**config.mk**
```make
export PLATFORM = sky130hd
export DESIGN_NAME = aes_mix_columns_seq
export DESIGN_NICKNAME = d
export VERILOG_FILES = /design/src/rtl/aes_mix_columns_seq.sv
export SDC_FILE = /design/constraint.sdc
export NUM_CORES = 1
export LEC_CHECK = 0
export BUFFER_PORTS_ARGS = -buffer_cell sky130_fd_sc_hd__buf_2
export CORE_ASPECT_RATIO = 1.25
export CORE_MARGIN = 3
export CORE_UTILIZATION = 55
export CTS_BUF_LIST = sky130_fd_sc_hd__clkbuf_4
export DETAILED_ROUTE_END_ITERATION = 12
export PLACE_DENSITY_LB_ADDON = 0.25
export SETUP_SLACK_MARGIN = 0.1
export SLEW_MARGIN = 20
export SYNTH_ARGS = -nofsm -noshare
export SYNTH_HDL_FRONTEND = slang
export SYNTH_SLANG_ARGS = --single-unit
```
**constraint.sdc**
```tcl
create_clock -name clk -period 7.3 [get_ports clk]
set_clock_uncertainty 0.05 [all_clocks]
set_input_delay 1.095 -clock clk [delete_from_list [all_inputs] [get_ports clk]]
set_output_delay 1.095 -clock clk [all_outputs]
set_load 0.01 [all_outputs]
```
**src/rtl/aes_mix_columns_seq.sv**
```systemverilog
// aes_mix_columns_seq: AES (Inv)MixColumns over a 128-bit state, COLS_PER_CYCLE columns per cycle
module aes_mix_columns_seq #(
  parameter int COLS_PER_CYCLE = 1
) (
  input  logic         clk,
  input  logic         rst_n,
  input  logic         in_valid,
  output logic         in_ready,
  input  logic         in_inv,
  input  logic [127:0] in_state,
  output logic         out_valid,
  input  logic         out_ready,
  output logic [127:0] out_state
);
  localparam int NCYC = 4 / COLS_PER_CYCLE;
  if (COLS_PER_CYCLE != 1 && COLS_PER_CYCLE != 2 && COLS_PER_CYCLE != 4) begin : g_bad_cols
    $error("aes_mix_columns_seq: COLS_PER_CYCLE must be 1, 2 or 4");
  end
  typedef enum logic [1:0] {IDLE, BUSY, DONE} state_t;
  state_t       r_state;
  logic [1:0]   r_cnt;
  logic         r_inv;
  logic         r_in_ready;
  logic         r_out_valid;
  logic [127:0] r_data;
  logic [127:0] w_next;
  function automatic logic [7:0] xt(input logic [7:0] a);
    return {a[6:0], 1'b0} ^ (a[7] ? 8'h1b : 8'h00);
  endfunction
  function automatic logic [31:0] mix(input logic [31:0] col, input logic inv);
    logic [7:0] a [4];
    logic [7:0] m2 [4];
    logic [7:0] m3 [4];
    logic [7:0] m9 [4];
    logic [7:0] mb [4];
    logic [7:0] md [4];
    logic [7:0] me [4];
    logic [7:0] x4, x8;
    for (int r = 0; r < 4; r++) begin
      a[r]  = col[31-8*r -: 8];
      m2[r] = xt(a[r]);
      x4    = xt(m2[r]);
      x8    = xt(x4);
      m3[r] = m2[r] ^ a[r];
      m9[r] = x8 ^ a[r];
      mb[r] = x8 ^ m2[r] ^ a[r];
      md[r] = x8 ^ x4 ^ a[r];
      me[r] = x8 ^ x4 ^ m2[r];
    end
    for (int r = 0; r < 4; r++)
      mix[31-8*r -: 8] = inv ? me[r] ^ mb[(r+1)%4] ^ md[(r+2)%4] ^ m9[(r+3)%4]
                             : m2[r] ^ m3[(r+1)%4] ^ a[(r+2)%4] ^ a[(r+3)%4];
  endfunction
  function automatic logic [127:0] step(input logic [127:0] d, input logic [1:0] cnt, input logic inv);
    logic [1:0] c;
    step = d;
    for (int k = 0; k < COLS_PER_CYCLE; k++) begin
      c = 2'(int'(cnt) * COLS_PER_CYCLE + k);
      step[127-32*c -: 32] = mix(d[127-32*c -: 32], inv);
    end
  endfunction
  always_comb w_next = step(r_data, r_cnt, r_inv);
  always_ff @(posedge clk or negedge rst_n) begin
    if (!rst_n) begin
      r_state     <= IDLE;
      r_cnt       <= '0;
      r_inv       <= 1'b0;
      r_data      <= '0;
      r_in_ready  <= 1'b1;
      r_out_valid <= 1'b0;
    end else begin
      case (r_state)
        IDLE: if (in_valid) begin
          r_data     <= in_state;
          r_inv      <= in_inv;
          r_cnt      <= '0;
          r_in_ready <= 1'b0;
          r_state    <= BUSY;
        end
        BUSY: begin
          r_data <= w_next;
          r_cnt  <= r_cnt + 2'd1;
          if (r_cnt == 2'(NCYC - 1)) begin
            r_out_valid <= 1'b1;
            r_state     <= DONE;
          end
        end
        DONE: if (out_ready) begin
          r_out_valid <= 1'b0;
          r_in_ready  <= 1'b1;
          r_state     <= IDLE;
        end
        default: begin
          r_out_valid <= 1'b0;
          r_in_ready  <= 1'b1;
          r_state     <= IDLE;
        end
      endcase
    end
  end
  assign in_ready  = r_in_ready;
  assign out_valid = r_out_valid;
  assign out_state = r_data;
endmodule

```
==> results of run 1 <==
worst max-delay path: stages, from the launching register on:
cell and delay, ns:
dfrtp_2 0.38, buf_4 0.59, mux4_2 0.69, xor2_2 0.41
xnor3_1 0.60, xnor2_2 0.20, xnor2_1 0.32, a21oi_2 0.14
xnor2_1 0.41, o22ai_1 0.18
metrics by stage:
step                      hold slack [ns]  cells  util, %  setup slack (ns)  instance area (sq um)
after floorplan                    0.4777    932        -             4.045                   9124
after global placement             0.4336   1355    65.02             3.308                  10530
after detailed placement           0.4372   1355    65.02             3.236                  10530
after CTS                          0.4184   1387    66.90             3.223                  10840
after global routing               0.4335   1389    66.93             3.015                  10840
final                              0.4077   1389    66.93             3.195                  10840
flip-flops by register name, summed over array words and instances, names as in the netlist:
| register | flops |
|---|---|
| r_cnt | 2 |
| in_ready | 1 |
| r_state | 2 |
| out_valid | 1 |
| r_inv | 1 |
| out_state | 128 |
cell type report:
| cell class | instances | area share (%) |
|---|---|---|
| antenna | 2 | 0.04616 |
| clock buffer | 20 | 1.385 |
| clock inverter | 12 | 1.419 |
| inverter | 4 | 0.1385 |
| multi-input combinational | 721 | 50.00 |
| sequential | 135 | 31.19 |
| tap | 216 | 2.492 |
| timing repair buffer | 279 | 13.33 |
path summary, 6_finish.rpt:
| path | end | slack [ns] | cells past startpoint |
|---|---|---|---|
| worst max-delay path | out_state[3] | 3.19 | 9 |
| worst min-delay path | out_state[88] | 0.41 | 1 |
| worst max register to register | out_state[3] | 3.19 | 9 |
| worst min register to register | out_state[56] | 0.47 | 2 |
| max in group asynchronous | r_cnt[1] | 5.34 | 2 |
| min in group clk | out_state[56] | 0.47 | 2 |
cells in the mapped netlist (2+ instances only):
cell type    n  area (sq um)
and3_1      19         118.9
dfrtp_1    134          3353
xnor2_2      3         48.80
a221oi_1    32         280.3
o21ai_0     55         275.3
nor2b_1      3         18.77
mux2i_1      4         40.04
a22oi_1      8         60.06
xor2_2       4         65.06
inv_1        3         11.26
and2_1       5         31.28
nand2_1     41         153.9
clkbuf_1    51         191.4
buf_2       12         60.06
o22ai_1     42         262.8
o21a_1       7         52.55
xnor2_1    136          1191
mux4_2      31         698.2
a2bb2oi_1   16         140.1
buf_6        2         22.52
xnor2_4      2         55.05
nand3_1      3         15.01
xor2_1      34         297.8
xnor3_1     13         292.8
nand2b_1     3         18.77
a21oi_1    100         500.5
buf_4        5         37.54
xor3_1       3         71.32
nor2_1     138         518.0
ha_1         4         50.05
a221o_1      4         40.04
cells by family (layout without fill, tap and decap cells):
group	after synthesis	after routing	synth area share [%]
DFF	135	135	37.04
muxes	37	37	8.503
xor gates and xnor gates	195	195	22.16
buffers and inverters	76	315	3.785
AOI/OAI and AO/OA	270	270	18.17
adders and majority gates	4	4	0.5486
and+or+nand+nor	215	215	9.792
other	0	2	0
metal layers:
| layer | share of wire [%] | up-vias | GRT usage (%) |
|---|---|---|---|
| li1 | - | 3783 | - |
| met1 | 37 | 4125 | 43.68 |
| met2 | 49 | 639 | 55.41 |
| met3 | 9.7 | 130 | 7.372 |
| met4 | 4.7 | 0 | 17.43 |
| met5 | 0 | - | 0 |
==> results.md, run 1 <==
- Status: complete, no violations
- Footprint of the multi-input gates: 5421 sq um
- Antenna viol nets, final: 0
- Startpoint types: flop
- Mean Syn Cell Area: around 9.8 sq um
- Reg area: approximately 3400 sq um
- Layout cell share with drive strength beyond 1: between 30% and 40%
- Final setup viols: 0
- Worst Hold Class: in -> async
- FMAX: 243.6 MHz
- Cts hold-fix bufs: 0
- GP Congestion: just under 1
- Drt drc: 0
- Initial Util: between 50 and 60%
- Area Growth Syn to Fin: 18.84%
- Crit-path max FO: 40
- Wire per inst: between 20 and 25 um
- Hpwl dp: 22.58 mm
- Gr ovfl total: 0
- Vias in the first global route: roughly 8.7k
- Final Slew Violations: 0
- Tmin final: ~4.1 ns
- Worst Path Arrival: 4.51 ns
- Die ar.: approximately 18000 sq um
- RSZ-0062 raised after global routing: no
- Syn nets: between 1k and 1.5k
- DR vias: 8677
- I/O pins: 263
- Most frequent cells in the layout: buf_2 (261), nor2_1 (138), xnor2_1 (136)
- Initial antenna violation count: 1
- Cell variety after synth: 46
- # Post-CTS Setup Buffers: 0
- CTS Buf Count: 17
- Die W: 121.2 um
- Clock root buffer: clkbuf_4
- Crit path kind: reg -> reg
- Largest net degree at the start of global routing: 75
- Final worst-path cycle share: between 50% and 60%
- Mapped Cells: 932
- Worst reg2reg path startpoint: r_cnt[0]
- Final hold vios: 0
- CTS resizes: 0
- Data required time of the worst path: about 7.7 ns
- Prevailing post-synth register cell: dfrtp_1
- Critical path endpoint category: flop
- Synth warn: 0
- Crit path from: r_cnt[0]
- CTS Buffer Depth: 2
- Post-Route WL: 31.23 mm
- Worst slew pin tran: approximately 1.1 ns
- TritonCTS clock tree: yes
- Clock Latency Late Sink: about 0.59 ns
- Post-synth EDFFs: 0
- Via/cell ratio: about 6.2
- Setup_tns: 0 ns
- First-pass DRT Iterations: 6
- Seq/Total Area, Yosys: a little under two fifths
- Nets: between 1k and 1.5k
- Most common cell after layout, fill and taps aside: buf_2
- Clock transition at path regs: ~0.12 ns
- Wire length of the first global-routing pass: approximately 47 mm
- Clk sinks: ~140
- H-tree levels: 4
- Synth async-reset ratio: 100.0%
- Max-cap viol count: 0
- GR Util All Layers: between 30% and 40%
- Number of synthesized register bits: about 140
- Row count: between 50 and 60
- Layout fillers: around 1.4k
- Slew headroom: around 29%
- Iter 0 DRT Violations: 907
- Core Area: 16200 sq um
- Die Y: around 150 um
- Post-Syn Area: ~9000 sq um
- Buffers on Ports: approximately 260
Power of run 1 is left out: the tool's default activity adds up to more than one toggle a clock period on the data nets, which glitch-free logic cannot reach.
==> run 2, diff against run 1 <==
- CORE_UTILIZATION: 55 -> 49
- clock period: 7.3 -> 3.7 ns (I/O delays scaled with it)
==> results.md, run 2 (synthesis gave the netlist of run 1 again) <==
- Clock transition at path regs: ~0.12 ns
- Final worst-path cycle share: 91.45%
- Final hold vios: 0
- Critical path buffer and inverter count: 1
- Antenna viol nets, final: 0
- Max incr delay on CP: between 0.6 and 0.7 ns
- RSZ-0062 raised after global routing: no
- Tmin final: 3.384 ns
- Largest net degree at the start of global routing: between 80 and 90
- Core Area: roughly 18000 sq um
- Critical path endpoint category: flop
- I/O pins: 263
- Setup_tns: 0 ns
- Crit-path max FO: 24
- Die Y: between 150 and 200 um
- Most frequent cells in the layout: buf_2 (261), nor2_1 (138), dfrtp_1 (132)
- Max-cap viol count: 0
- Status: complete, no violations
- Vias in the first global route: 8592
- H-tree levels: 4
- Initial antenna violation count: 1
- Worst slew pin tran: about 0.98 ns
- Wire length of the first global-routing pass: ~50 mm
- Number of flip-flops in the largest register: approximately 130
- Nets: around 1.3k
- Via/cell ratio: between 6 and 7
- Startpoint types: flop
- Die ar.: 20300 sq um
- Clk sinks: roughly 140
- FMAX: around 300 MHz
- Iter 0 DRT Violations: 730
- GP Congestion: around 1.0
- Wire per inst: 22.57 um
- Row count: 55
- Layout fillers: between 1.5k and 2k
- Clock root buffer: clkbuf_4
- Worst Path Arrival: ~3.8 ns
- Data required time of the worst path: around 4.1 ns
- Buffers on Ports: 262
- GR Util All Layers: 31.62%
- Final Slew Violations: 0
- Most common cell after layout, fill and taps aside: buf_2
- Drt drc: 0
- DR vias: ~8.6k
- Post-Route WL: about 32 mm
- Gr ovfl total: 0
- Hpwl dp: roughly 24 mm
- Crit-path cells: buf_12, mux4_2, xor2_2, xnor3_1, xnor2_2, xnor2_1, a21oi_2, xnor2_2, o22ai_1
- CTS Buffer Depth: 2
- Worst path top cell family by delay: XOR/XNOR gates
- Layout cell share with drive strength beyond 1: approximately a third
- Slowest stage cell, crit path: mux4_2
- Clock Latency Late Sink: approximately 0.57 ns
- CTS Buf Count: 17
- Die W: 128.1 um
- Reg area: roughly 3400 sq um
- Crit path kind: reg -> reg
- TritonCTS clock tree: yes
- Footprint of the multi-input gates: between 5000 and 6000 sq um
- Final setup viols: 0
- Initial Util: roughly half
- Area Growth Syn to Fin: 22.04%
- CP most frequent cell: xnor2_2
- First-pass DRT Iterations: 7
- Slew headroom: approximately 34%
- Worst Hold Class: in -> reg
==> run 2: final timing paths <==
check	start	endpoint	slack, ns	cells after the start
worst max-delay path	r_cnt[0]	out_state[99]	0.32	9
worst max register to register	r_cnt[0]	out_state[99]	0.32	9
worst min register to register	out_state[120]	out_state[120]	0.46	2
max in group asynchronous	rst_n	out_state[116]	2.29	3
min in group asynchronous	rst_n	out_state[105]	0.51	2
worst min-delay path	out_ready	r_state[1]	0.13	2
==> run 2: what timing repair did <==
| item | CTS | global route |
|---|---|---|
| setup buffers | 0 | 1 |
| endpoints found under the setup margin | 0 | 42 |
| hold buffers | 1 | 0 |
| hold endpoints to repair | 33 | 0 |
| resized for setup | 0 | 8 |
==> run 2: cell type report <==
cell class | count | area share [%]
Antenna cell | 1 | 0.02247
Clock buffer | 20 | 1.348
Clock inverter | 12 | 0.7754
Inverter | 4 | 0.1348
Multi-Input combinational cell | 721 | 49.20
Sequential cell | 135 | 30.37
Tap cell | 228 | 2.562
Timing Repair Buffer | 309 | 15.59
==> run 2: per-stage QoR <==
stage                     worst slack [ns]  hold slack (ns)  instance area, sq um  utilization, %  std cells
after detailed placement            0.1588           0.4368                 10820           59.57       1395
after CTS                           0.1327          0.09797                 11070           60.92       1428
final                               0.3163           0.1310                 11130           61.29       1430
after global placement              0.2131           0.4342                 10820           59.57       1395
after global routing                0.1048          0.09956                 11130           61.29       1430
after floorplan                     0.4453           0.2094                  9124               -        932
==> run 2: layer usage <==
metal,share of wire (%),GRT usage [%],vias up
li1,-,-,3828
met1,38,41.02,4206
met2,49,51.45,501
met3,8.7,6.376,87
met4,3.8,14.26,0
met5,0,0,-
Power of run 2 is left out for the same reason.
==> run 3, diff against run 2 <==
- CORE_UTILIZATION: 49 -> 55
- CTS_BUF_LIST: sky130_fd_sc_hd__clkbuf_4 -> sky130_fd_sc_hd__clkbuf_8
- clock period: 3.7 -> 4.2 ns (I/O delays scaled with it)
==> results.md, run 3 (synthesis gave the netlist of run 1 again) <==
- Critical path endpoint category: flop
- CTS Buf Count: 17
- Die Y: approximately 150 um
- Most frequent cells in the layout: buf_2 (261), nor2_1 (138), xnor2_1 (136)
- GR Util All Layers: a little over a third
- Clk sinks: about 140
- Number of flip-flops in the largest register: 128
- H-tree levels: 4
- Area Growth Syn to Fin: 21.64%
- Crit-path max FO: 11
- Final worst-path cycle share: ~93%
- Antenna viol nets, final: 0
- Slew headroom: between 20% and 30%
- Gr ovfl total: 0
- Grt met2 use: ~58%
- Cts hold-fix bufs: 0
- Vias in the first global route: ~8.7k
- Startpoint types: flop
- Tmin final: about 3.9 ns
- Max-cap viol count: 0
- Core Area: between 15000 and 20000 sq um
- Row count: 52
- ANT cells: 0
- Largest net degree at the start of global routing: between 70 and 80
- Wire length of the first global-routing pass: around 48 mm
- Final Slew Violations: 0
- Status: complete, no violations
- Most common cell after layout, fill and taps aside: buf_2
- # Post-CTS Setup Buffers: 0
- Via/cell ratio: ~6.2
- CTS resizes: 0
- Final setup viols: 0
- Wire per inst: roughly 23 um
- Setup_tns: 0 ns
- First-pass DRT Iterations: 6
- Clock Latency Late Sink: 0.48 ns
- Final hold vios: 0
- GP Congestion: ~1.0
- Layout cell share with drive strength beyond 1: around a third
- Die W: approximately 120 um
- Initial antenna violation count: 0
- DR vias: just under 9k
- I/O pins: between 200 and 300
- Crit path kind: reg -> reg
- Hpwl dp: about 23 mm
- Initial Util: between 50% and 60%
- GRT busiest layer: met2
- Buffers on Ports: around 260
- Data required time of the worst path: 4.47 ns
- CTS Buffer Depth: 2
- GR Util met1: 44.90%
- Worst Hold Class: in -> async
- GRT met3 Usage: 6.541%
- Iter 0 DRT Violations: around 1.0k
- Clock transition at path regs: about 0.080 ns
- Post-Route WL: 32.02 mm
- Worst slew pin tran: about 1.1 ns
- Clock root buffer: clkbuf_8
- Worst Path Arrival: between 4 and 5 ns
- Drt drc: 0
- RSZ-0062 raised after global routing: no
- TritonCTS clock tree: yes
- Nets: between 1k and 1.5k
- Die ar.: 18180 sq um
- FMAX: between 200 and 300 MHz
==> run 3: layer usage <==
| layer | wire (um) | vias to the layer above |
|---|---|---|
| li1 | - | 3783 |
| met1 | 11580 | 4197 |
| met2 | 15610 | 629 |
| met3 | 3533 | 117 |
| met4 | 1300 | 0 |
| met5 | 0 | - |
==> run 3: critical path: stages, from the launching register on <==
cell and delay, ns:
dfrtp_2 0.62, buf_4 0.30, mux4_2 0.68, xnor3_1 0.47, xnor2_1 0.44, xnor2_1 0.15
xnor2_1 0.20, a21oi_2 0.11, xnor2_1 0.54, o22ai_1 0.17
==> run 3: through the flow <==
stage	area, sq um	setup slack, ns	hold WS, ns	cells	utilization (%)
after global routing	11100	0.1318	0.1373	1399	68.50
final	11100	0.3048	0.09757	1399	68.50
after detailed placement	10650	0.3764	0.4494	1367	65.73
after global placement	10650	0.3460	0.4430	1367	65.73
after floorplan	9124	0.9453	0.2844	932	-
after CTS	11100	0.3515	0.1076	1399	68.50
==> run 3: final cells by class <==
cell class              count  area, sq um
repair buffers            291         1560
fillers                  1321         5102
inverters                   4        15.01
clock inverters            12        173.9
well taps                 216        270.3
multi-input cells         721         5421
flip-flops and latches    135         3382
clock buffers              20        275.3
==> run 3: path summary, 6_finish.rpt <==
path                            from  slack [ns]             end  depth (start not counted)
hold / removal                 rst_n         0.1  out_state[119]                          1
hold reg to reg            out_valid        0.46       out_valid                          2
min in group clk           out_ready        0.31      r_state[1]                          2
setup reg to reg            r_cnt[0]        0.30   out_state[99]                          9
setup / recovery            r_cnt[0]        0.30   out_state[99]                          9
max in group asynchronous      rst_n        3.05   out_state[53]                          2
Power of run 3 is left out for the same reason.
